### src/rtl/tof_pkg.sv
// Shared definitions for the time-of-flight receiver: register map, FSM state
// codes, CTRL/STATUS bit positions and the default counter width.
package tof_pkg;

    localparam int unsigned TOF_CNT_W_DEFAULT = 16;

    localparam logic [2:0] ADDR_CTRL    = 3'd0;
    localparam logic [2:0] ADDR_STATUS  = 3'd1;
    localparam logic [2:0] ADDR_RESULT  = 3'd2;
    localparam logic [2:0] ADDR_TIMEOUT = 3'd3;
    localparam logic [2:0] ADDR_BLANK   = 3'd4;
    localparam logic [2:0] ADDR_SHOTS   = 3'd5;

    typedef logic [1:0] tof_state_t;
    localparam tof_state_t ST_IDLE      = 2'd0;
    localparam tof_state_t ST_BLANK     = 2'd1;
    localparam tof_state_t ST_WAIT_STOP = 2'd2;
    localparam tof_state_t ST_DONE      = 2'd3;

    localparam int unsigned CTRL_EN       = 0;
    localparam int unsigned CTRL_CLR      = 1;
    localparam int unsigned CTRL_IRQ_MASK = 2;

    localparam int unsigned STAT_BUSY     = 0;
    localparam int unsigned STAT_VALID    = 1;
    localparam int unsigned STAT_TIMEOUT  = 2;
    localparam int unsigned STAT_OVERRUN  = 3;

endpackage

### src/rtl/tof_sync.sv
// Multi-flop synchronizer for one asynchronous input, followed by a
// single-cycle rising-edge pulse.
module tof_sync
    import tof_pkg::*;
#(
    parameter int unsigned STAGES = 2
) (
    input  logic clk,
    input  logic rst_n,
    input  logic async_in,
    output logic rise
);

    logic [STAGES-1:0] sync_q, sync_d;
    logic              prev_q, prev_d;

    always_comb begin
        sync_d = {sync_q[STAGES-2:0], async_in};
        prev_d = sync_q[STAGES-1];
    end

    always_ff @(posedge clk or negedge rst_n) begin
        if (!rst_n) begin
            sync_q <= '0;
            prev_q <= 1'b0;
        end else begin
            sync_q <= sync_d;
            prev_q <= prev_d;
        end
    end

    assign rise = sync_q[STAGES-1] & ~prev_q;

endmodule

### src/rtl/tof_receiver.sv
// Time-of-flight receiver with Avalon-MM register interface.
// Optional interrupt output is built only when TOF_IRQ_EN is defined.
module tof_receiver
    import tof_pkg::*;
#(
    parameter int unsigned CNT_W       = TOF_CNT_W_DEFAULT,
    parameter int unsigned SYNC_STAGES = 2
) (
    input  logic        avmms_clk,
    input  logic        avmms_reset,
    input  logic        laser_en,
    input  logic        comparator,
    input  logic        avmms_cs,
    input  logic [2:0]  avmms_address,
    input  logic        avmms_write,
    input  logic [31:0] avmms_writedata,
    input  logic        avmms_read,
    output logic [31:0] avmms_readdata
`ifdef TOF_IRQ_EN
    ,
    output logic        irq
`endif
);

    logic laser_rise, echo_rise;

    tof_sync #(.STAGES(SYNC_STAGES)) u_sync_laser (
        .clk      (avmms_clk),
        .rst_n    (avmms_reset),
        .async_in (laser_en),
        .rise     (laser_rise)
    );

    tof_sync #(.STAGES(SYNC_STAGES)) u_sync_echo (
        .clk      (avmms_clk),
        .rst_n    (avmms_reset),
        .async_in (comparator),
        .rise     (echo_rise)
    );

    tof_state_t       state_q, state_d;
    logic [CNT_W-1:0] cnt_q, cnt_d;
    logic [CNT_W-1:0] meas_q, meas_d;
    logic             meas_to_q, meas_to_d;
    logic             enable_q, enable_d;
    logic [CNT_W-1:0] timeout_q, timeout_d;
    logic [CNT_W-1:0] blank_q, blank_d;
    logic [CNT_W-1:0] result_q, result_d;
    logic             valid_q, valid_d;
    logic             to_flag_q, to_flag_d;
    logic             overrun_q, overrun_d;
    logic [15:0]      shots_q, shots_d;
    logic [31:0]      rdata_q, rdata_d;
`ifdef TOF_IRQ_EN
    logic             mask_q, mask_d;
    logic             irq_q, irq_d;
`endif

    logic             wr, rd, wr_ctrl, en_next, busy, mask_bit;
    logic [CNT_W-1:0] cnt_inc;
    logic             unused_wdata;

    assign unused_wdata = ^avmms_writedata;
    assign wr      = avmms_cs & avmms_write;
    assign rd      = avmms_cs & avmms_read;
    assign wr_ctrl = wr && (avmms_address == ADDR_CTRL);
    assign busy    = (state_q == ST_BLANK) || (state_q == ST_WAIT_STOP);
`ifdef TOF_IRQ_EN
    assign mask_bit = mask_q;
    assign irq      = irq_q;
`else
    assign mask_bit = 1'b0;
`endif

    // Counter value as it will stand after this edge, i.e. elapsed cycles
    // since the start pulse was seen.
    assign cnt_inc = (cnt_q == '1) ? cnt_q : cnt_q + 1'b1;
    assign en_next = wr_ctrl ? avmms_writedata[CTRL_EN] : enable_q;

    always_comb begin
        state_d   = state_q;
        cnt_d     = cnt_q;
        meas_d    = meas_q;
        meas_to_d = meas_to_q;
        enable_d  = enable_q;
        timeout_d = timeout_q;
        blank_d   = blank_q;
        result_d  = result_q;
        valid_d   = valid_q;
        to_flag_d = to_flag_q;
        overrun_d = overrun_q;
        shots_d   = shots_q;
        rdata_d   = '0;
`ifdef TOF_IRQ_EN
        mask_d    = mask_q;
        irq_d     = valid_q & mask_q;
`endif

        if (rd && avmms_address == ADDR_RESULT) begin
            valid_d = 1'b0;
        end

        case (state_q)
            ST_IDLE: begin
                if (enable_q && laser_rise) begin
                    state_d = ST_BLANK;
                    cnt_d   = '0;
                end
            end
            ST_BLANK: begin
                cnt_d = cnt_inc;
                if (cnt_inc >= blank_q) begin
                    if (blank_q >= timeout_q) begin
                        state_d   = ST_DONE;
                        meas_d    = timeout_q;
                        meas_to_d = 1'b1;
                    end else begin
                        state_d = ST_WAIT_STOP;
                    end
                end
            end
            ST_WAIT_STOP: begin
                cnt_d = cnt_inc;
                if (echo_rise) begin
                    state_d   = ST_DONE;
                    meas_d    = cnt_inc;
                    meas_to_d = 1'b0;
                end else if (cnt_inc >= timeout_q) begin
                    state_d   = ST_DONE;
                    meas_d    = timeout_q;
                    meas_to_d = 1'b1;
                end
            end
            default: begin
                state_d   = ST_IDLE;
                result_d  = meas_q;
                valid_d   = 1'b1;
                overrun_d = overrun_q | valid_q;
                to_flag_d = to_flag_q | meas_to_q;
                shots_d   = shots_q + 16'd1;
            end
        endcase

        if (!en_next && busy) begin
            state_d = ST_IDLE;
        end

        if (wr) begin
            case (avmms_address)
                ADDR_CTRL: begin
                    enable_d = avmms_writedata[CTRL_EN];
`ifdef TOF_IRQ_EN
                    mask_d   = avmms_writedata[CTRL_IRQ_MASK];
`endif
                    if (avmms_writedata[CTRL_CLR]) begin
                        valid_d   = 1'b0;
                        to_flag_d = 1'b0;
                        overrun_d = 1'b0;
                        shots_d   = '0;
                    end
                end
                ADDR_TIMEOUT: timeout_d = avmms_writedata[CNT_W-1:0];
                ADDR_BLANK:   blank_d   = avmms_writedata[CNT_W-1:0];
                default: ;
            endcase
        end

        if (rd) begin
            case (avmms_address)
                ADDR_CTRL:    rdata_d = 32'({mask_bit, 1'b0, enable_q});
                ADDR_STATUS:  rdata_d = 32'({overrun_q, to_flag_q, valid_q, busy});
                ADDR_RESULT:  rdata_d = 32'(result_q);
                ADDR_TIMEOUT: rdata_d = 32'(timeout_q);
                ADDR_BLANK:   rdata_d = 32'(blank_q);
                ADDR_SHOTS:   rdata_d = 32'(shots_q);
                default:      rdata_d = '0;
            endcase
        end
    end

    always_ff @(posedge avmms_clk or negedge avmms_reset) begin
        if (!avmms_reset) begin
            state_q   <= ST_IDLE;
            cnt_q     <= '0;
            meas_q    <= '0;
            meas_to_q <= 1'b0;
            enable_q  <= 1'b0;
            timeout_q <= '1;
            blank_q   <= '0;
            result_q  <= '0;
            valid_q   <= 1'b0;
            to_flag_q <= 1'b0;
            overrun_q <= 1'b0;
            shots_q   <= '0;
            rdata_q   <= '0;
`ifdef TOF_IRQ_EN
            mask_q    <= 1'b0;
            irq_q     <= 1'b0;
`endif
        end else begin
            state_q   <= state_d;
            cnt_q     <= cnt_d;
            meas_q    <= meas_d;
            meas_to_q <= meas_to_d;
            enable_q  <= enable_d;
            timeout_q <= timeout_d;
            blank_q   <= blank_d;
            result_q  <= result_d;
            valid_q   <= valid_d;
            to_flag_q <= to_flag_d;
            overrun_q <= overrun_d;
            shots_q   <= shots_d;
            rdata_q   <= rdata_d;
`ifdef TOF_IRQ_EN
            mask_q    <= mask_d;
            irq_q     <= irq_d;
`endif
        end
    end

    assign avmms_readdata = rdata_q;

endmodule

### config.mk
export PLATFORM = sky130hd
export DESIGN_NAME = tof_receiver
export DESIGN_NICKNAME = d
export VERILOG_FILES = /design/src/rtl/tof_pkg.sv /design/src/rtl/tof_sync.sv /design/src/rtl/tof_receiver.sv
export SDC_FILE = /design/constraint.sdc
export NUM_CORES = 1
export LEC_CHECK = 0
export ABC_AREA = 1
export BUFFER_PORTS_ARGS = -buffer_cell sky130_fd_sc_hd__buf_4
export CAP_MARGIN = 20
export CORE_UTILIZATION = 30
export DETAILED_ROUTE_END_ITERATION = 8
export PLACE_DENSITY = 0.45
export SETUP_SLACK_MARGIN = 0.5
export SYNTH_ARGS = -nofsm -noshare
export SYNTH_HDL_FRONTEND = slang
export SYNTH_HIERARCHICAL = 1
export SYNTH_SLANG_ARGS = --single-unit
### constraint.sdc
create_clock -name avmms_clk -period 2.5 [get_ports avmms_clk]
set_clock_uncertainty 0.1 [all_clocks]
set_input_delay 0.125 -clock avmms_clk [delete_from_list [all_inputs] [get_ports avmms_clk]]
set_output_delay 0.125 -clock avmms_clk [all_outputs]
set_load 0.02 [all_outputs]
==> flow_summary_export.csv <==
group,metric,value,unit
run_status,status,"finished, violations left",
run_status,violations,"negative setup slack",
logic_synthesis,synth-seq-area-share,42.99,%
drt,drc,0,
place,io_buffer_count,41,
timing,worst_slack,-0.3975,ns
min_path,hold_class,"in -> reg",
drt,drt_iter0_drc,249,
setup_path,ff2ff_setup_slack,-0.40,ns
setup_path,cp-start-kind,"register",
finish,diodes,0,
drt,ant_nets,0,
drt,num_vias,6323,
power,combPwrFrac,36.0,%
clock_tree,clk_pin_slew,0.06,ns
drt,wl,21140,microns
logic_synthesis,synth_edf_count,0,
power,ir_drop,0.0004033,V
place,routabilityCongestion,0.8010,
setup_path,cp-end-kind,"register",
global_routing,grt_usage,17.76,%
setup_path,reg2reg_to,"meas_q[1]",
logic_synthesis,yosys_warnings,6,
setup_path,reg2reg_depth,17,
power,pwr-share-seq,33.1,%
run,cap_violations,0,
timing,slew_headroom,53.00,%
finish,drive_gt1_share,27.16,%
power,p_clk_share,30.9,%
die,die_h,158.2,microns
timing,max_freq,345.1,MHz
logic_synthesis,yosys_most_used_dff,"dfrtp_1",
die,die_w,158.2,microns
clock_tree,htree_num_levels,4,
global_routing,grt_antenna_before_repair,0,
power,power.switching,3141,uW
logic_synthesis,synthArstFlopShare,100.0,%
logic_synthesis,syn_area_per_cell,8.021,sq um
clock_tree,cts_buffer_depth,2,
setup_path,path_class,"reg -> reg",
global_routing,grt_max_degree,126,
global_routing,grt_pass1_wl,33600,microns
timing,rsz0062_at_grt,"yes",
finish,fin_cells,1405,
setup_path,crit_buf_inv,4,
setup_path,reg2reg_from,"cnt_q[0]",
logic_synthesis,yosysUniqueCellTypes,44,
clock_tree,cts_sinks,125,
global_routing,grt_remaining_overflow,0,
die,coreArea,0.02368,sq mm
setup_path,slowest_stage,"dfrtp_1",
logic_synthesis,ys_ff_latch,125,
min_path,min_from,"avmms_address[2]",
min_path,hold_path_end,"avmms_readdata[2]",
setup_path,path_delay_family,"simple AND/OR/NAND/NOR gates",
drt,via_per_inst,4.500,
global_routing,grt_pass1_vias,6281,
place,pre_cts_slack,-0.5425,ns
min_path,min_path_cells,4,
setup_path,cp.arrival,3.11,ns
power,p_leak,0.004923,uW
drt,post_drt_wl_per_cell,15.04,microns
power,p_int,5415,uW
die,die_area,0.02504,sq mm
power,netSwitchingFraction,36.71,%
logic_synthesis,netlist_instances,913,
logic_synthesis,syn_area,0.007323,sq mm
die,start_util,30.92,%
timing,period_share,115.9,%
clock_tree,cts_buffers,17,
place,hpwl,15320,microns
timing,tightest_slew,0.7051,ns
drt,first_pass_iters,4,
clock_tree,clk_latency,0.43,ns
timing,finalHoldViolations,0,
finish,final_util,42.32,%
timing,maxSlewViolCount,0,
finish,nets,1169,
place,dp.cells,1317,
power,pwr_density_cell,853.7,mW/mm^2
finish,syn_to_final_growth,36.85,%
setup_path,crit_chain,"ha_2 > inv_2 > nor2_4 > nand2_4 > nor2_8 > buf_12 > xor2_2 > inv_2 > ha_4 > nand2_2 > nor3b_4 > nand2_2 > nand4_4 > nand2_8 > buf_4 > o21ai_1 > nand2_1",
die,ios,74,
setup_path,cpPeakStageDelay,0.37,ns
setup_path,path_max_fanout,6,
timing,fin_crit,2.898,ns
clock_tree,cts_tree,"done",
timing,setup_violations,19,
setup_path,crit_required,2.71,ns
die,rows,56,
timing,tns,-6.941,ns
clock_tree,cts_root_buf,"clkbuf_16",
==> cell type report <==
| class | count | area, sq um |
|---|---|---|
| inverter | 126 | 485.5 |
| clock buffer | 20 | 466.7 |
| fill | 2455 | 13660 |
| tap | 319 | 399.1 |
| multi-input combinational | 638 | 3978 |
| timing repair buffer | 165 | 1384 |
| sequential | 125 | 3151 |
| clock inverter | 12 | 158.9 |
==> worst min-delay path, stage by stage <==
cell,delay (ns)
buf_4,0.11
inv_1,0.11
nand4_1,0.09
a21oi_1,0.07
==> cell families (layout without fill, tap and decap cells) <==
logic type	after synthesis	after routing	share of synthesized area, %
and+or+nand+nor	386	389	23.13
xor gates and xnor gates	11	11	1.316
adders and majority gates	54	54	9.226
other	1	16	0.05121
DFF	125	125	42.99
AOI/OAI and AO/OA	168	168	13.31
buffers and inverters	168	323	9.978
==> state kept, by name (all words and copies together), names as in the netlist <==
signal / flops
cnt_q: 16
meas_to_q: 1
u_sync_echo/sync_q: 2
u_sync_echo/prev_q: 1
valid_q: 1
timeout_q: 16
avmms_readdata: 16
meas_q: 16
state_q: 2
u_sync_laser/prev_q: 1
shots_q: 16
result_q: 16
enable_q: 1
to_flag_q: 1
blank_q: 16
u_sync_laser/sync_q: 2
overrun_q: 1
==> how the worst max path moves through the flow <==
| stage | slack, ns | cells after the start | end | start |
|---|---|---|---|---|
| 6_report | -0.40 | 17 | meas_q[1] | cnt_q[0] |
| 4_1_cts | -0.41 | 18 | meas_q[4] | cnt_q[0] |
| 2_1_floorplan | -0.15 | 18 | meas_q[10] | cnt_q[1] |
| 3_5_place_dp | -0.54 | 18 | meas_q[10] | cnt_q[1] |
| 3_3_place_gp | -0.44 | 18 | meas_q[12] | cnt_q[1] |
| 5_1_grt | -0.59 | 22 | meas_to_q | cnt_q[0] |
==> metal layers <==
metal	up-vias	share of wire [%]	GRT usage [%]
met1	2963	48	24.08
met5	-	0	0
met3	27	2.9	3.394
met4	0	1.9	5.769
met2	83	47	28.28
li1	3250	-	-
==> per-stage QoR <==
| step | hold WS, ns | cell area [sq um] | total power (uW) |
|---|---|---|---|
| 3_3_place_gp | 0.1364 | 8453 | 5232 |
| 6_report | 0.03316 | 10020 | 8556 |
| 5_1_grt | 0.03590 | 10020 | 9120 |
| 4_1_cts | 0.02219 | 9552 | 8245 |
| 3_5_place_dp | 0.1356 | 8453 | 5235 |
| 2_1_floorplan | -0.2706 | 7446 | 4408 |
==> cells in the final DEF (no fill, tap or decap), types with 9 or more instances in the layout <==
master / netlist / routed
dlygate4sd3_1: 0 / 24
ha_1: 54 / 39
a221oi_1: 15 / 15
clkbuf_16: 0 / 17
conb_1: 1 / 16
ha_4: 0 / 14
buf_4: 19 / 130
nor3_1: 13 / 9
nor2_1: 57 / 49
inv_1: 123 / 117
o21ai_1: 12 / 21
dfrtp_1: 109 / 107
nand2_2: 10 / 18
dfstp_2: 16 / 16
o21ai_0: 74 / 60
o22ai_1: 18 / 17
nand3_1: 25 / 19
nand2_1: 251 / 241
a21oi_1: 35 / 32
==> synthesized netlist by cell type, types with 15 or more instances <==
master / number / area share (%)
nand2_1: 251 / 13
inv_1: 123 / 6.3
ha_1: 54 / 9.2
dfrtp_1: 109 / 37
nor2_1: 57 / 2.9
a21oi_1: 35 / 2.4
buf_4: 19 / 1.9
dfstp_2: 16 / 5.7
nand3_1: 25 / 1.7
o21ai_0: 74 / 5.1
a221oi_1: 15 / 1.8
o22ai_1: 18 / 1.5
==> repair_timing <==
action / 4_1_cts / 5_1_grt
pin swaps: 14 / 35
setup buffers: 12 / 17
gates resized for setup: 31 / 61
endpoints found under the setup margin: 23 / 27
endpoints found under the hold margin: 148 / 0
hold buffers: 24 / 0
gates cloned: 2 / 1
==> power groups by stage <==
| stage | registers [uW] | logic (uW) | clock network, uW |
|---|---|---|---|
| after detailed placement | 2850 | 2380 | 0 |
| after floorplan | 2740 | 1670 | 0 |
| after global placement | 2850 | 2380 | 0 |
| final | 2830 | 3080 | 2640 |
| after global routing | 2880 | 3450 | 2790 |
| after CTS | 2820 | 2720 | 2700 |
Power figures use the tool's default switching activity.
